==> config.mk <==
export PLATFORM = sky130hd
export DESIGN_NAME = joy_debounce
export DESIGN_NICKNAME = d
export VERILOG_FILES = /design/src/rtl/joy_pkg.sv /design/src/rtl/joy_debounce_bit.sv /design/src/rtl/joy_debounce.sv
export SDC_FILE = /design/constraint.sdc
export NUM_CORES = 1
export LEC_CHECK = 0
export ABC_AREA = 1
export CAP_MARGIN = 0
export CORE_MARGIN = 1.5
export CORE_UTILIZATION = 45
export DETAILED_ROUTE_END_ITERATION = 10
export GPL_ROUTABILITY_DRIVEN = 0
export PLACE_DENSITY = 0.67
export SYNTH_ARGS = -nofsm -noshare
export SYNTH_HDL_FRONTEND = slang
export SYNTH_HIERARCHICAL = 1
export SYNTH_SLANG_ARGS = --single-unit
==> constraint.sdc <==
create_clock -name clk -period 1.6 [get_ports clk]
set_input_delay 0.32 -clock clk [delete_from_list [all_inputs] [get_ports clk]]
set_output_delay 0.32 -clock clk [all_outputs]
set_load 0.01 [all_outputs]
==> src/rtl/joy_pkg.sv <==
// ============================================================================
//  Module   : joy_pkg
//  Purpose  : Shared button indices, default width and one-hot direction codes
//  Revision : 1.0
// ============================================================================
`default_nettype none

package joy_pkg;

    localparam int JOY_LEFT    = 0;
    localparam int JOY_RIGHT   = 1;
    localparam int JOY_UP      = 2;
    localparam int JOY_DOWN    = 3;
    localparam int JOY_NUM_BTN = 4;

    localparam logic [3:0] DIR_NONE  = 4'b0000;
    localparam logic [3:0] DIR_LEFT  = 4'b0001;
    localparam logic [3:0] DIR_RIGHT = 4'b0010;
    localparam logic [3:0] DIR_UP    = 4'b0100;
    localparam logic [3:0] DIR_DOWN  = 4'b1000;

    // Lowest set bit wins, so left beats right beats up beats down.
    function automatic logic [3:0] joy_resolve_dir(input logic [3:0] lvl);
        logic [3:0] r;
        r = DIR_NONE;
        if (lvl[JOY_LEFT])       r = DIR_LEFT;
        else if (lvl[JOY_RIGHT]) r = DIR_RIGHT;
        else if (lvl[JOY_UP])    r = DIR_UP;
        else if (lvl[JOY_DOWN])  r = DIR_DOWN;
        return r;
    endfunction

endpackage

`default_nettype wire

==> src/rtl/joy_debounce_bit.sv <==
// ============================================================================
//  Module   : joy_debounce_bit
//  Purpose  : One switch: 2-flop synchroniser, tick-based debounce, edge
//             pulses; auto-repeat on press when JOY_AUTOREPEAT_EN is defined
//  Revision : 1.0
// ============================================================================
`default_nettype none

module joy_debounce_bit #(
    parameter int DEB_TICKS    = 8
`ifdef JOY_AUTOREPEAT_EN
    ,
    parameter int REPEAT_DELAY = 400,
    parameter int REPEAT_RATE  = 100
`endif
) (
    input  logic clk,
    input  logic reset,
    input  logic tick,
    input  logic raw,
    output logic level,
    output logic press_pulse,
    output logic release_pulse
);

    localparam int CW = $clog2(DEB_TICKS + 1);
    localparam logic [CW-1:0] C_DEB_LAST = CW'(DEB_TICKS);

    logic          r_meta;
    logic          r_sync;
    logic          r_level;
    logic          r_press;
    logic          r_release;
    logic [CW-1:0] r_cnt;
    logic [CW-1:0] w_cnt_inc;
    logic          w_flip;

    assign w_cnt_inc = r_cnt + 1'b1;
    assign w_flip    = tick && (r_sync != r_level) && (w_cnt_inc == C_DEB_LAST);

`ifdef JOY_AUTOREPEAT_EN
    localparam int RMAX = (REPEAT_DELAY > REPEAT_RATE) ? REPEAT_DELAY : REPEAT_RATE;
    localparam int RW   = $clog2(RMAX + 1);
    localparam logic [RW-1:0] C_RPT_DELAY = RW'(REPEAT_DELAY);
    localparam logic [RW-1:0] C_RPT_RATE  = RW'(REPEAT_RATE);

    logic [RW-1:0] r_rpt_cnt;
    logic          r_rpt_run;
    logic [RW-1:0] w_rpt_inc;
    logic          w_rpt_fire;

    // A debounced release on this tick takes precedence over a due repeat.
    assign w_rpt_inc  = r_rpt_cnt + 1'b1;
    assign w_rpt_fire = tick && r_level && !w_flip &&
                        (w_rpt_inc == (r_rpt_run ? C_RPT_RATE : C_RPT_DELAY));
`endif

    always_ff @(posedge clk) begin
        if (reset) begin
            r_meta    <= 1'b0;
            r_sync    <= 1'b0;
            r_level   <= 1'b0;
            r_press   <= 1'b0;
            r_release <= 1'b0;
            r_cnt     <= '0;
`ifdef JOY_AUTOREPEAT_EN
            r_rpt_cnt <= '0;
            r_rpt_run <= 1'b0;
`endif
        end else begin
            r_meta    <= raw;
            r_sync    <= r_meta;
            r_press   <= 1'b0;
            r_release <= 1'b0;
            if (tick) begin
                if (r_sync == r_level) begin
                    r_cnt <= '0;
                end else if (w_flip) begin
                    r_cnt     <= '0;
                    r_level   <= ~r_level;
                    r_press   <= ~r_level;
                    r_release <= r_level;
                end else begin
                    r_cnt <= w_cnt_inc;
                end
            end
`ifdef JOY_AUTOREPEAT_EN
            if (!r_level || w_flip) begin
                r_rpt_cnt <= '0;
                r_rpt_run <= 1'b0;
            end else if (tick) begin
                if (w_rpt_fire) begin
                    r_press   <= 1'b1;
                    r_rpt_cnt <= '0;
                    r_rpt_run <= 1'b1;
                end else begin
                    r_rpt_cnt <= w_rpt_inc;
                end
            end
`endif
        end
    end

    assign level         = r_level;
    assign press_pulse   = r_press;
    assign release_pulse = r_release;

endmodule

`default_nettype wire

==> src/rtl/joy_debounce.sv <==
// ============================================================================
//  Module   : joy_debounce
//  Purpose  : Joystick conditioning: sample-tick divider, per-button debounce,
//             priority direction. Optional auto-repeat: JOY_AUTOREPEAT_EN
//  Revision : 1.0
// ============================================================================
`default_nettype none

module joy_debounce
    import joy_pkg::*;
#(
    parameter int NUM_BTN      = JOY_NUM_BTN,
    parameter int TICK_DIV     = 25000,
    parameter int DEB_TICKS    = 8,
    parameter int REPEAT_DELAY = 400,
    parameter int REPEAT_RATE  = 100
) (
    input  logic               clk,
    input  logic               reset,
    input  logic [NUM_BTN-1:0] btn_raw,
    output logic [NUM_BTN-1:0] btn_level,
    output logic [NUM_BTN-1:0] btn_press,
    output logic [NUM_BTN-1:0] btn_release,
    output logic [3:0]         dir,
    output logic               tick
);

    localparam int TW = $clog2(TICK_DIV);
    localparam logic [TW-1:0] C_TICK_LAST = TW'(TICK_DIV - 1);

`ifndef JOY_AUTOREPEAT_EN
    localparam int c_unused_rpt = REPEAT_DELAY + REPEAT_RATE;
`endif

    logic [TW-1:0] r_tick_cnt;
    logic          r_tick;
    logic [3:0]    r_dir;

    // Registered strobe: first tick lands TICK_DIV cycles after reset release.
    always_ff @(posedge clk) begin
        if (reset) begin
            r_tick_cnt <= '0;
            r_tick     <= 1'b0;
        end else begin
            r_tick     <= (r_tick_cnt == C_TICK_LAST);
            r_tick_cnt <= (r_tick_cnt == C_TICK_LAST) ? '0 : r_tick_cnt + 1'b1;
        end
    end

    for (genvar i = 0; i < NUM_BTN; i++) begin : g_btn
        joy_debounce_bit #(
            .DEB_TICKS    (DEB_TICKS)
`ifdef JOY_AUTOREPEAT_EN
            ,
            .REPEAT_DELAY (REPEAT_DELAY),
            .REPEAT_RATE  (REPEAT_RATE)
`endif
        ) u_bit (
            .clk           (clk),
            .reset         (reset),
            .tick          (r_tick),
            .raw           (btn_raw[i]),
            .level         (btn_level[i]),
            .press_pulse   (btn_press[i]),
            .release_pulse (btn_release[i])
        );
    end

    always_ff @(posedge clk) begin
        if (reset) begin
            r_dir <= DIR_NONE;
        end else begin
            r_dir <= joy_resolve_dir(btn_level[JOY_DOWN:JOY_LEFT]);
        end
    end

    assign dir  = r_dir;
    assign tick = r_tick;

endmodule

`default_nettype wire

==> results of run 1 <==
[logic make-up (layout without fill, tap and decap cells)]
group | Yosys count | count (layout) | share of synthesized area, %
AOI/OAI and AO/OA | 25 | 25 | 6.182
xor gates and xnor gates | 5 | 5 | 1.652
adders and majority gates | 6 | 6 | 2.831
buffers and inverters | 75 | 109 | 10.95
DFF | 56 | 56 | 42.28
and+or+nand+nor | 196 | 196 | 36.10
[worst paths after layout]
check,start,to,slack (ps),cells past startpoint
worst max-delay path,g_btn[1].u_bit/level,btn_level[1],40,1
worst min-delay path,g_btn[2].u_bit/r_meta,g_btn[2].u_bit/r_sync,410,2
worst max register to register,r_tick_cnt[0],r_tick_cnt[6],220,8
worst min register to register,g_btn[2].u_bit/r_meta,g_btn[2].u_bit/r_sync,410,2
[state kept, by name, indices dropped and copies added, names as in the netlist]
register	cells
dir	4
g_btn.u_bit/level	4
g_btn.u_bit/press_pulse	4
g_btn.u_bit/r_cnt	16
g_btn.u_bit/r_meta	4
g_btn.u_bit/r_sync	4
g_btn.u_bit/release_pulse	4
r_tick_cnt	15
tick	1
[through the flow]
stage                     setup slack (ps)  area, µm²
after floorplan                      389.4       2651
after global placement               169.0       3003
after detailed placement             157.3       3003
after CTS                            23.39       3093
after global routing                 3.298       3095
final                                38.25       3095
[placed cells by master, fill, tap and decap left out, types with 2 or more instances in the layout]
cell type and n:
a21oi_1 7, a21oi_2 9, buf_4 5, clkbuf_8 5, clkdlybuf4s50_1 21, dfxtp_1 56, ha_1 6, inv_1 62
inv_2 11, nand2_1 76, nand2_2 12, nand3_1 15, nand3_2 12, nand3b_1 2, nand4_1 15, nor2_1 53
nor2_2 6, nor2_4 2, o21ai_0 6, xnor2_1 2, xor2_1 3
[synthesized netlist by cell type]
cell,n,area [µm²]
nand2_1,76,285.3
inv_1,62,232.7
dfxtp_1,56,1121
nor2_1,53,198.9
nand3_1,15,75.07
nand4_1,15,93.84
nand2_2,12,75.07
nand3_2,12,120.1
inv_2,11,41.29
a21oi_2,9,78.83
a21oi_1,7,35.03
ha_1,6,75.07
nor2_2,6,37.54
o21ai_0,6,30.03
xor2_1,3,26.28
nand3b_1,2,15.01
nor2_4,2,22.52
xnor2_1,2,17.52
buf_6,1,11.26
clkbuf_2,1,5.000
nand2_4,1,11.26
nand3_4,1,17.52
nor3_1,1,5.000
o21a_1,1,7.510
o21ai_1,1,5.000
o21bai_1,1,7.510
[routing by layer]
layer | vias up | GRT usage, % | wire, µm | share of wire [%]
met1 | 1000 | 19.13 | 2210 | 48
met5 | - | 0 | 0 | 0
met3 | 4 | 2.400 | 115 | 2.5
li1 | 1178 | - | - | -
met2 | 24 | 28.05 | 2195 | 48
met4 | 0 | 6.724 | 65 | 1.4
[power by group]
| group | total (W) | internal, W | switching [W] |
|---|---|---|---|
| clock network | 0.000780 | 0.000312 | 0.000469 |
| logic | 0.0000762 | 0.0000334 | 0.0000428 |
| registers | 0.00142 | 0.00141 | 0.00000920 |
[layout make-up]
type / instances / area [µm²] / area share (%)
repair buffers: 28 / 280.3 / 9.054
multi-input cells: 232 / 1240 / 40.06
flip-flops and latches: 56 / 1121 / 36.22
clock inverters: 3 / 21.27 / 0.6871
well taps: 72 / 90.09 / 2.910
clock buffers: 5 / 68.82 / 2.223
inverters: 73 / 274.0 / 8.852
==> reports/qor.yml, run 1 <==
clock_network:
  cts.sinks: 56
  clock_path_buffers: 2
  clockRootBuffer: "clkbuf_8"
  path_clk_slew_ps: 100
  tritoncts: "done"
  cts_setup_buffers: 0
  ctsHtreeMaxLevel: 2
  cts_buffers: 5
  clkLatencyLatePin_ps: 310
  post_cts_resized: 0
  cts_hold_buf: 0
timing:
  slew_violations: 0
  fmax_mhz: 640.3
  slew_headroom_pct: 80.88
  finalSetupTns_ps: 0
  hold_viol: 0
  holdWs_ps: 412.5
  rsz0062_at_grt: "no"
  fin_crit_sh_pct: 97.61
  setup_viol: 0
  min_period_ps: 1562
  tightest_slew_ps: 285.8
  skew_ps: 7.591
placement:
  portBuffers: 22
  dpl.cell_count: 461
  dp_hpwl_mm: 3.460
final_layout:
  fin_nets: 408
  finalNonFillerCells: 469
  final_util_pct: 55.20
  nFillCells: 568
  drive_above_1_share_pct: 17.13
  antenna_cells: 0
  syn2layout_area_growth_pct: 16.75
power_and_ir_drop:
  fin_total_pwr_w: 0.002274
  vdd_drop_max_mv: 0.4822
  power_density_nw_per_um2: 734.7
  p_leak_nw: 1.290
synth:
  synthCells: 363
  seq_area_frac_synth_pct: 42.28
  syn_area_per_cell_um2: 7.304
  synth_cell_type_count: 26
  ys_ff_latch: 56
  syn_area_um2: 2651
  yosysWarnings: 6
  synth_fp_nets: 375
floorplanning:
  die_h_um: 79.76
  die-area_um2: 6361
  row_count: 27
  fp.coreArea_um2: 5608
  die_x_um: 79.76
  initial_core_util_pct: 47.28
  ioPinCount: 23
critical_path:
  crit_arrival_ps: 1240
  critPathCaptureType: "output pin"
  cp_cell_sequence: "clkdlybuf4s50_1"
  cp_slowest_cell: "clkdlybuf4s50_1"
  max_stage_delay_ps: 550
  cp_num_buf_inv: 1
  crit_type: "flop to output pin"
  required_ps: 1280
  crit_path_start_kind: "flop"
  crit_fanout: 2
  cp_top_family: "buffers and inverters"
global_routing:
  overflow: 0
  grt_pass1_wl_mm: 8.128
  grt_antenna_before_repair: 0
  grt_max_degree: 33
  grt_use_total_pct: 15.91
  grt_pass1_vias: 1946
worst_hold_path:
  min-delay-path-class: "flop to flop"
detailed_routing:
  vias_per_cell: 4.704
  wl_mm: 4.586
  drtPass1Iterations: 4
  wl_per_cell_um: 9.778
  drc: 0
  vias: 2206
  drt-initial-drc-count: 67
  ant_nets: 0
run_status:
  status: "complete, no violations"
flow_run:
  maxCapViolCount: 0
No activity file was read; power rests on OpenSTA's default activity.
==> run 2: changes to the inputs <==
- CTS_CLUSTER_DIAMETER: not set -> 50
- PLACE_DENSITY: 0.67 -> 0.69
- RECOVER_POWER: not set -> 100
- clock period: 1.6 -> 1.3 ns (I/O delays scaled with it)
==> reports/qor.yml, run 2 (same netlist as run 1, synthesis figures left out) <==
global_routing:
  grt_antenna_before_repair: 0  # unchanged
  grt_use_total_pct: 16.91  # +1.0 points
  grt_pass1_wl_mm: 8.507  # +4.7%
  grt_max_degree: 24  # -27%
  grt_pass1_vias: 2042  # +4.9%
  overflow: 0  # unchanged
clock_network:
  cts.sinks: 56  # unchanged
  clock_path_buffers: 2  # unchanged
  cts_hold_buf: 0  # unchanged
  cts_buffers: 5  # unchanged
  ctsHtreeMaxLevel: 2  # unchanged
  path_clk_slew_ps: 100  # about the same
  clockRootBuffer: "clkbuf_8"
  tritoncts: "done"
  clkLatencyLatePin_ps: 310  # about the same
critical_path:
  required_ps: 1500  # +220 ps
  crit_arrival_ps: 1440  # +200 ps
  crit_path_end: "r_tick_cnt[2]"
  cp_num_buf_inv: 2  # +1
  cp_cell_sequence: "ha_4 -> nand2_2 -> inv_1 -> nand2_1 -> nor2_2 -> nand2_2 -> nand2_4 -> clkbuf_16 -> nor2_1"
  cp_slowest_cell: "dfxtp_2"
  critPathCaptureType: "flop"
  max_stage_delay_ps: 380  # -170 ps
  crit_fanout: 7  # +5
  cpMostUsedCell: "nand2_2"
  cp_top_family: "simple AND/OR/NAND/NOR gates"
  r2r-start: "r_tick_cnt[0]"
  path_depth: 9  # +8
  r2r_end: "r_tick_cnt[2]"
  crit_type: "flop to flop"
  rr_worst_depth: 9  # +1
  crit_path_start_kind: "flop"
  reg2reg_slack_ps: 60  # -160 ps
  worstSetupStartpoint: "r_tick_cnt[0]"
placement:
  portBuffers: 22  # unchanged
  dp_hpwl_mm: 3.760  # +8.7%
  place_ws_ps: -37.01  # -194.4 ps
power_and_ir_drop:
  p_leak_nw: 1.431  # +11%
  fin_total_pwr_w: 0.002856  # +26%
  vdd_drop_max_mv: 0.6090  # +26%
  power_density_nw_per_um2: 895.8  # +22%
final_layout:
  top_register: "g_btn.u_bit/r_cnt"
  final_common_cell: "nand2_1"
  final_cell_mix: "nand2_1, inv_1, nor2_1, dfxtp_1, nand3_1"
  syn2layout_area_growth_pct: 20.25
  top_regs: "g_btn.u_bit/r_cnt (16), r_tick_cnt (15)"
  antenna_cells: 0  # unchanged
  fin_nets: 423  # +3.7%
  largest_reg_flops: 16  # unchanged
  drive_above_1_share_pct: 17.96  # +0.83 points
  final_util_pct: 56.85  # +1.7 points
worst_hold_path:
  min-delay-path-class: "flop to flop"
  hold_path_depth: 2  # unchanged
floorplanning:
  die_h_um: 79.76  # unchanged
  row_count: 27  # unchanged
  die_x_um: 79.76  # unchanged
  ioPinCount: 23  # unchanged
  die-area_um2: 6361  # unchanged
  initial_core_util_pct: 47.28  # unchanged
  fp.coreArea_um2: 5608  # unchanged
timing:
  fmax_mhz: 804.5
  hold_viol: 0  # unchanged
  min_period_ps: 1243
  slew_headroom_pct: 83.37  # +2.5 points
  fin_crit_sh_pct: 95.62
  setup_viol: 0  # unchanged
  slew_violations: 0  # unchanged
  postLayoutSetupSlackWorst_ps: 56.99  # +18.74 ps
  tightest_slew_ps: 249.1  # -36.72 ps
  skew_ps: 8.830  # +1.239 ps
detailed_routing:
  vias_per_cell: 4.684  # -0.42%
  vias: 2267  # +2.8%
  wl_per_cell_um: 10.87  # +11%
  drtPass1Iterations: 4  # unchanged
  drc: 0  # unchanged
  ant_nets: 0  # unchanged
  drt-initial-drc-count: 91  # +36%
  wl_mm: 5.261  # +15%
run_status:
  status: "complete, no violations"
flow_run:
  maxCapViolCount: 0  # unchanged
[run 2: cell count changes in the layout (fill, tap and decap cells not counted), moves of 3 or more]
cell and change:
clkdlybuf4s50_1 -17, a21oi_1 +3, nand3_2 -5, dlygate4sd2_1 +17, clkbuf_1 +3, a21oi_2 -3
dfxtp_1 -3, nand3_1 +5, buf_4 +8
[run 2: tightest hold or removal path, delay by kind of cell (launching register included)]
kind / cells / cell delay, ps
flip-flops: 1 / 310
buffers and inverters: 1 / 40
AND/OR/NAND/NOR: 1 / 30
[run 2: routing by layer]
layer  up-vias  GRT usage, %  share of wire (%)  routed length (µm)
met1      1003         21.02                 49                2560
met2        44         28.56                 46                2427
met3         9         3.086                3.4                 180
li1       1211             -                  -                   -
met4         0         7.241                1.8                  93
met5         -             0                  0                   0
[run 2: worst min-delay path by stage]
stage,from,endpoint
after global routing,g_btn[1].u_bit/r_meta,g_btn[1].u_bit/r_sync
after detailed placement,g_btn[0].u_bit/r_meta,g_btn[0].u_bit/r_sync
after CTS,g_btn[1].u_bit/r_meta,g_btn[1].u_bit/r_sync
final,g_btn[1].u_bit/r_meta,g_btn[1].u_bit/r_sync
after floorplan,reset,g_btn[0].u_bit/r_cnt[3]
after global placement,g_btn[3].u_bit/r_meta,g_btn[3].u_bit/r_sync
[run 2: cell type report]
cell class,instances,area (µm²)
Clock buffer,5,68.82
Clock inverter,3,23.77
Fill cell,561,2420
Inverter,73,274.0
Multi-Input combinational cell,232,1219
Sequential cell,56,1127
Tap cell,72,90.09
Timing Repair Buffer,43,385.4
[run 2: repair_timing]
action,CTS,global route
endpoints found under the hold margin,0,0
setup buffers,0,3
endpoints found under the setup margin,17,15
pin swaps,0,4
cloned,0,1
resized for setup,17,10
[run 2: stage by stage]
stage,cell area [µm²],hold slack (ps),std cells,TNS (ps)
after detailed placement,3098,396.8,472,-113.7
final,3188,403.2,484,0
after global routing,3188,419.9,484,-147.7
after global placement,3098,390.3,472,-40.87
after floorplan,2651,322.4,363,0
after CTS,3169,411.2,480,0
[run 2: power breakdown]
group	internal (W)	switching [W]	total, W
Clock	0.000383	0.000585	0.000968
Combinational	0.0000721	0.0000653	0.000137
Sequential	0.00174	0.0000148	0.00175
==> run 3: changes to the inputs <==
- CELL_PAD_IN_SITES_DETAIL_PLACEMENT: not set -> 1
- CELL_PAD_IN_SITES_GLOBAL_PLACEMENT: not set -> 1
- CORE_UTILIZATION: 45 -> 38
- PLACE_DENSITY: 0.69 -> 0.78
==> reports/qor.yml, run 3 (same netlist as run 1, synthesis figures left out) <==
timing:
  fin_crit_sh_pct: 97.06  # +1.4 points
  tightest_slew_ps: 270.0  # +20.93 ps
  slew_violations: 0  # unchanged
  slew_headroom_pct: 81.81  # -1.6 points
  fmax_mhz: 792.5  # -1.5%
  skew_ps: 5.303  # -3.527 ps
  min_period_ps: 1262  # +18.80 ps
  postLayoutSetupSlackWorst_ps: 38.19  # -18.80 ps
  hold_viol: 0  # unchanged
  setup_viol: 0  # unchanged
floorplanning:
  die-area_um2: 7487  # +18%
  ioPinCount: 23  # unchanged
  initial_core_util_pct: 39.24  # -8.0 points
  die_x_um: 86.53  # +8.5%
  die_h_um: 86.53  # +8.5%
  fp.coreArea_um2: 6756  # +20%
  row_count: 30  # +11%
final_layout:
  final_cell_mix: "nand2_1, inv_1, nor2_1, dfxtp_1, buf_4"
  antenna_cells: 0  # unchanged
  finalNonFillerCells: 497  # +2.7%
  top_register: "g_btn.u_bit/r_cnt"
  final_common_cell: "nand2_1"
  largest_reg_flops: 16  # unchanged
  final_util_pct: 48.00  # -8.8 points
  top_regs: "g_btn.u_bit/r_cnt (16), r_tick_cnt (15)"
  fin_nets: 428  # +1.2%
  syn2layout_area_growth_pct: 22.32
  drive_above_1_share_pct: 19.18  # +1.2 points
detailed_routing:
  wl_mm: 5.945  # +13%
  drtPass1Iterations: 4  # unchanged
  drt-initial-drc-count: 68  # -25%
  wl_per_cell_um: 11.96  # +10%
  drc: 0  # unchanged
  vias: 2377  # +4.9%
  ant_nets: 0  # unchanged
  vias_per_cell: 4.783  # +2.1%
global_routing:
  grt_use_total_pct: 17.25  # +0.34 points
  grt_antenna_before_repair: 0  # unchanged
  grt_max_degree: 18  # -25%
  overflow: 0  # unchanged
  grt_pass1_wl_mm: 10.38  # +22%
  grt_pass1_vias: 2445  # +20%
placement:
  dp_hpwl_mm: 4.557  # +21%
  portBuffers: 22  # unchanged
  dpl.cell_count: 486  # +3.0%
  place_ws_ps: -61.56  # -24.55 ps
run_status:
  status: "complete, no violations"
power_and_ir_drop:
  internal_power_w: 0.002243  # +2.4%
  swShare_pct: 22.48  # -0.82 points
  clockPowerShare_pct: 34.8  # +0.9 points
  vdd_drop_max_mv: 0.5062  # -17%
  switchingPower_w: 0.0006503  # -2.3%
  power_frac_seq_pct: 60.5  # -0.8 points
  power_density_nw_per_um2: 892.1  # -0.41%
  combPwrFrac_pct: 4.7  # about the same
  p_leak_nw: 1.468  # +2.6%
critical_path:
  critPathCaptureType: "flop"
  crit_arrival_ps: 1500  # +60 ps
  crit_path_start_kind: "flop"
  required_ps: 1540  # +40 ps
  crit_type: "flop to flop"
  rr_worst_depth: 9  # unchanged
  crit_fanout: 7  # unchanged
clock_network:
  clock_path_buffers: 2  # unchanged
  clkLatencyLatePin_ps: 310  # about the same
  clockRootBuffer: "clkbuf_8"
  ctsHtreeMaxLevel: 2  # unchanged
  path_clk_slew_ps: 100  # about the same
  cts_buffers: 5  # unchanged
  tritoncts: "done"
  cts.sinks: 56  # unchanged
worst_hold_path:
  min-delay-path-class: "flop to flop"
  hold_path_depth: 2  # unchanged
flow_run:
  maxCapViolCount: 0  # unchanged
-- run 3: cell count changes in the layout (fill, tap and decap cells not counted), sizes merged --
cell      before  now
buf           15   21
clkinvlp       2    0
inv           73   74
-- run 3: what timing repair did --
action / CTS / global route
setup endpoints to repair: 31 / 15
cloned: 0 / 1
pin swaps: 0 / 4
buffers inserted: 0 / 2
resized for setup: 19 / 13
hold buffers: 0 / 0
-- run 3: final cells by class --
type / count / area, µm²
clock inverter: 2 / 13.76
tap: 80 / 100.1
fill: 899 / 3513
inverter: 73 / 274.0
multi-input combinational: 232 / 1230
clock buffer: 6 / 82.58
timing repair buffer: 48 / 412.9
sequential: 56 / 1130
-- run 3: metal layers --
metal | up-vias | routed length (µm) | track usage (%)
met5 | - | 0 | 0
met4 | 0 | 68 | 4.985
met3 | 5 | 171 | 3.429
met2 | 26 | 2856 | 29.12
met1 | 1127 | 2849 | 22.38
li1 | 1219 | - | -
-- run 3: final timing paths --
kind | startpoint | slack [ps] | to
worst min register to register | g_btn[2].u_bit/r_meta | 400 | g_btn[2].u_bit/r_sync
worst max register to register | r_tick_cnt[0] | 40 | r_tick_cnt[0]
worst max-delay path | r_tick_cnt[0] | 40 | r_tick_cnt[0]
worst min-delay path | g_btn[2].u_bit/r_meta | 400 | g_btn[2].u_bit/r_sync
-- run 3: worst max-delay path: stages (launching register included) --
cell and delay [ps]:
dfxtp_4 370, ha_4 160, nand2_2 70, inv_2 30
nand2_1 60, nor2_2 40, nand2_2 90, nand2_4 80
clkbuf_16 160, nor2_1 110
-- run 3: through the flow --
step | instance area (µm²) | hold slack, ps | total power [W] | setup TNS, ps
CTS | 3218 | 415.8 | 0.002914 | -3.891
detailed placement | 3141 | 402.8 | 0.001910 | -413.2
floorplan | 2651 | 322.4 | 0.001837 | 0
global route | 3243 | 416.9 | 0.003019 | -50.91
finish | 3243 | 404.8 | 0.002893 | 0
global placement | 3141 | 390.1 | 0.001903 | -18.61
-- run 3: power groups by stage --
stage / Sequential [W] / Clock [W] / Combinational, W
after floorplan: 0.00178 / 0 / 0.0000546
after global placement: 0.00178 / 0 / 0.000119
after detailed placement: 0.00179 / 0 / 0.000124
after CTS: 0.00175 / 0.00104 / 0.000125
after global routing: 0.00175 / 0.00111 / 0.000151
final: 0.00175 / 0.00101 / 0.000136
